### src/rtl/pattern_serializer.sv
// Parallel-to-serial shifter with a one-deep holding register, so a new word can be
// taken while the previous one is still being sent. Build option SER_LSB_FIRST_EN sends LSB first.
//
// state | meaning
// IDLE  | nothing on the serial line; waits for a held word
// SHIFT | sreg is on the line, one bit per cycle; cnt is the index of the bit being sent
module pattern_serializer #(
  parameter int DW = 8
) (
  input  logic          clk,
  input  logic          rst_n,
  input  logic [DW-1:0] in_data,
  input  logic          in_valid,
  output logic          in_ready,
  output logic          ser_data,
  output logic          ser_valid,
  output logic          sof
);

  localparam int CW = (DW > 1) ? $clog2(DW) : 1;

  typedef enum logic {
    IDLE  = 1'b0,
    SHIFT = 1'b1
  } state_t;

  state_t        r_state;
  state_t        w_state_nxt;
  logic [DW-1:0] r_sreg;
  logic [DW-1:0] w_sreg_nxt;
  logic [DW-1:0] r_hold;
  logic          r_hold_vld;
  logic [CW-1:0] r_cnt;
  logic [CW-1:0] w_cnt_nxt;
  logic          w_load;
  logic          w_accept;
  logic          w_last;
  logic          w_bit_nxt;
  logic          r_ser_data;
  logic          r_ser_valid;
  logic          r_sof;

  // Ready comes only from the registered holding flag, never from in_valid.
  assign in_ready = ~r_hold_vld;
  assign w_accept = in_valid & ~r_hold_vld;
  assign w_last   = (r_cnt == CW'(DW - 1));

  always_ff @(posedge clk or negedge rst_n) begin
    if (!rst_n) begin
      r_state <= IDLE;
    end else begin
      r_state <= w_state_nxt;
    end
  end

  always_comb begin
    w_state_nxt = r_state;
    w_sreg_nxt  = r_sreg;
    w_cnt_nxt   = r_cnt;
    w_load      = 1'b0;
    case (r_state)
      IDLE: begin
        if (r_hold_vld) begin
          w_load = 1'b1;
        end
      end
      SHIFT: begin
        if (w_last) begin
          if (r_hold_vld) begin
            w_load = 1'b1;
          end else begin
            w_state_nxt = IDLE;
          end
        end else begin
`ifdef SER_LSB_FIRST_EN
          w_sreg_nxt = {1'b0, r_sreg[DW-1:1]};
`else
          w_sreg_nxt = {r_sreg[DW-2:0], 1'b0};
`endif
          w_cnt_nxt = r_cnt + CW'(1);
        end
      end
      default: begin
        w_state_nxt = IDLE;
      end
    endcase
    if (w_load) begin
      w_sreg_nxt  = r_hold;
      w_cnt_nxt   = '0;
      w_state_nxt = SHIFT;
    end
  end

  // The output flop takes the bit that will sit at the head of sreg after this edge.
`ifdef SER_LSB_FIRST_EN
  assign w_bit_nxt = w_sreg_nxt[0];
`else
  assign w_bit_nxt = w_sreg_nxt[DW-1];
`endif

  always_ff @(posedge clk or negedge rst_n) begin
    if (!rst_n) begin
      r_sreg      <= '0;
      r_cnt       <= '0;
      r_hold      <= '0;
      r_hold_vld  <= 1'b0;
      r_ser_data  <= 1'b0;
      r_ser_valid <= 1'b0;
      r_sof       <= 1'b0;
    end else begin
      r_sreg <= w_sreg_nxt;
      r_cnt  <= w_cnt_nxt;
      if (w_accept) begin
        r_hold     <= in_data;
        r_hold_vld <= 1'b1;
      end else if (w_load) begin
        r_hold_vld <= 1'b0;
      end
      r_ser_valid <= (w_state_nxt == SHIFT);
      r_ser_data  <= (w_state_nxt == SHIFT) & w_bit_nxt;
      r_sof       <= w_load;
    end
  end

  assign ser_data  = r_ser_data;
  assign ser_valid = r_ser_valid;
  assign sof       = r_sof;

endmodule

### config.mk
export PLATFORM = sky130hd
export DESIGN_NAME = pattern_serializer
export DESIGN_NICKNAME = d
export VERILOG_FILES = /design/src/rtl/pattern_serializer.sv
export SDC_FILE = /design/constraint.sdc
export NUM_CORES = 1
export LEC_CHECK = 0
export CAP_MARGIN = 20
export CELL_PAD_IN_SITES_DETAIL_PLACEMENT = 1
export CELL_PAD_IN_SITES_GLOBAL_PLACEMENT = 1
export CORE_ASPECT_RATIO = 1.1
export CORE_UTILIZATION = 42
export DETAILED_ROUTE_END_ITERATION = 8
export GPL_TIMING_DRIVEN = 0
export HOLD_SLACK_MARGIN = 0.02
export PLACE_DENSITY_LB_ADDON = 0.1
export SETUP_SLACK_MARGIN = 0.5
export SLEW_MARGIN = 15
export SYNTH_ARGS = -nofsm -noshare
export SYNTH_HDL_FRONTEND = slang
export SYNTH_SLANG_ARGS = --single-unit
### constraint.sdc
create_clock -name clk -period 1.85 [get_ports clk]
set_input_delay 0.4625 -clock clk [delete_from_list [all_inputs] [get_ports clk]]
set_output_delay 0.4625 -clock clk [all_outputs]
set_load 0.01 [all_outputs]
==> impl_results.md <==
- Vias per cell: 4.90
- H-tree levels: 1
- Post-layout util: 64.4%
- # diodes: 0
- Post-cts hold buffer count: 0
- Initial drt markers: 1
- Final setup TNS: 0 ps
- Worst path cell trace: buf_6 -> buf_8 -> inv_4 -> buf_6
- Initial antenna violation count: 0
- Fin. max-slew vios: 0
- Area grow syn2layout: 38.3%
- Chip Height: 52.4 microns
- Crit path kind: reg2out
- Gr busiest metal: met2
- CTS tree: done
- CTS Buf Count: 3
- Pin count of the biggest net entering global routing: 23
- Hold WC Path Type: in2async
- Worst skew pair latency: 310 ps
- Share of layout cells above drive strength 1: 54.3%
- Routed wire length: 2100 microns
- Sink Count: 22
- Root Driver: clkbuf_4
- Leak: 0.000626 uW
- Total GRT Usage: 20.3%
- Cell count after synthesis: 66
- Routed wire length per instance: 17.2 microns
- Max-Cap Viols: 0
- Top cell type's share of synthesized area: 56.7%
- Setup Slack @ Placement: 88.5 ps
- First-pass GRT wire length: 3340 microns
- Row cnt: 17
- Crit-path most repeated cell: buf_6
- Min cycle time layout: 1530 ps
- Clock-pin slew of the registers on the worst-case setup and hold paths: 120 ps
- Vias in the first global route: 672
- Clk buf depth: 2
- Startpoint Class: flip-flop
- Rel. slew slack: 79.8%
- IO Count: 15
- Post-synthesis sequential area ratio: 56.7%
- Starting Density: 46.6%
- RSZ-0062 raised after global routing: yes
- Endpoints failing setup: 0
- Die ar.: 2510 sq um
- Final worst setup slack: 316 ps
- Residual DRC: 0
- Hold Fails Final Rpt: 0
- Yosys Warn Count: 0
- Critical-path cell with the highest stage delay: dfrtp_1
- Syn avg cell area: 14.7 sq um
- Layout Skew: 2.38 ps
- Post-DRT Antenna Nets: 0
- Core box area: 2080 sq um
- Ratio of final minimum period to clock period: 82.9%
- Worst R2R Path Depth: 5
- Pre-antenna DRT Iters: 4
- Critical Path AT: 1070 ps
- Post-synth top area cell: dfrtp_1
- GR Util met2: 32.4%
- Syn nets: 79
- Max FO, Critical Path: 2
- Worst vdd ir: 0.000869 V
- Post-DP HPWL: 1140 microns
- Total gr overflow: 0
- Die extent in x: 47.8 microns
- Synth Cell Area: 971 sq um
- Crit path required time: 1390 ps
- Area of the multi-input gates: 422 sq um
- Cell Pwr Density: 1660 nW/um^2
- FILL cells: 222
- Critical Path Max Stage Delay: 400 ps
- M1 GR Usage: 25.2%
- Vias post-DR: 598
- Synth Register Bits: 22
- Register area: 552 sq um
- Peak Freq: 652 MHz
- Distinct cell type count after synthesis: 16
- Port Buf Inserts: 14
- Final net count: 108
- Crit. End Element: primary output
- Met3 GRT Util: 6.21%
- Slew @ Worst Pin: 302 ps
- Ranking of synthesized cells by area: dfrtp_1 57%, mux2_2 21%, mux2_4 6.2%, ha_1 2.6%, nor2b_1 2.6%
- Outcome: finished, final reports clean
- Routability cong.: 0.711
critical path: cells and delay by family (launching register included):
kind | cells | cell delay, ps
DFF | 1 | 400
buffers and inverters | 4 | 360
metrics by stage:
step | hold WS (ps) | power (uW) | instance area, sq um | instances
after floorplan | 167 | 1480 | 1000 | 66
after global placement | 471 | 1670 | 1170 | 108
after detailed placement | 493 | 1720 | 1170 | 108
after CTS | 523 | 2200 | 1320 | 121
after global routing | 381 | 2370 | 1340 | 122
final | 386 | 2230 | 1340 | 122
layout by cell type (no fill, tap or decap), types with 3 or more instances in the layout:
cell and instances:
mux2_4 5, buf_8 3, clkdlybuf4s50_1 10, mux2_2 17, clkbuf_4 3, dfrtp_1 21, buf_6 5, buf_4 7
area by class of cell:
cell class | instances | share of cell area, %
tap | 28 | 2.61
buffer | 4 | 3.91
timing repair buffer | 24 | 17.8
inverter | 1 | 0.466
clock buffer | 4 | 2.70
sequential | 22 | 41.1
multi-input combinational | 39 | 31.4
sequential cells by signal, indices dropped and copies added (netlist names):
signal and flops:
r_hold 8, r_cnt 3, sof 1, r_hold_vld 1, ser_data 1, ser_valid 1
r_sreg 7
where the power goes:
group	switching (uW)	internal, uW
Sequential	116	696
Clock	148	120
Combinational	421	731
Total	685	1550
logic make-up after synthesis:
logic type	share of synthesized area [%]
multiplexers	29.1
flip-flops	56.7
AND/OR/NAND/NOR	6.19
buffers and inverters	4.12
AO/OA/AOI/OAI	1.29
adder cells (fa/ha/maj)	2.58
synth_stat cells (all sizes together):
master / number
dfrtp: 22
mux2: 22
buf: 4
nor2b: 4
ha: 2
mux2i: 2
nand2: 2
nand2b: 2
nor2: 2
a21o: 1
inv: 1
nand3b: 1
o21ai: 1
what timing repair did:
item / 4_1_cts / 5_1_grt
setup buffers: 7 / 0
setup endpoints to repair: 20 / 23
gates cloned: 2 / 0
resized for setup: 30 / 3
worst paths after layout:
path / from / end / slack (ps)
min in group clk: r_hold[2] / r_hold[2] / 520
worst max-delay path: r_hold_vld / in_ready / 320
worst min register to register: r_hold[2] / r_hold[2] / 520
worst max register to register: r_cnt[0] / r_sreg[5] / 390
worst min-delay path: rst_n / r_hold[3] / 390
max in group asynchronous: rst_n / ser_valid / 1040
layer usage:
metal,wire length [microns],part of all wire [%]
met4,16,0.76
met3,48,2.3
met5,0,0
met1,954,45
met2,1080,51
Power figures use the tool's default switching activity.
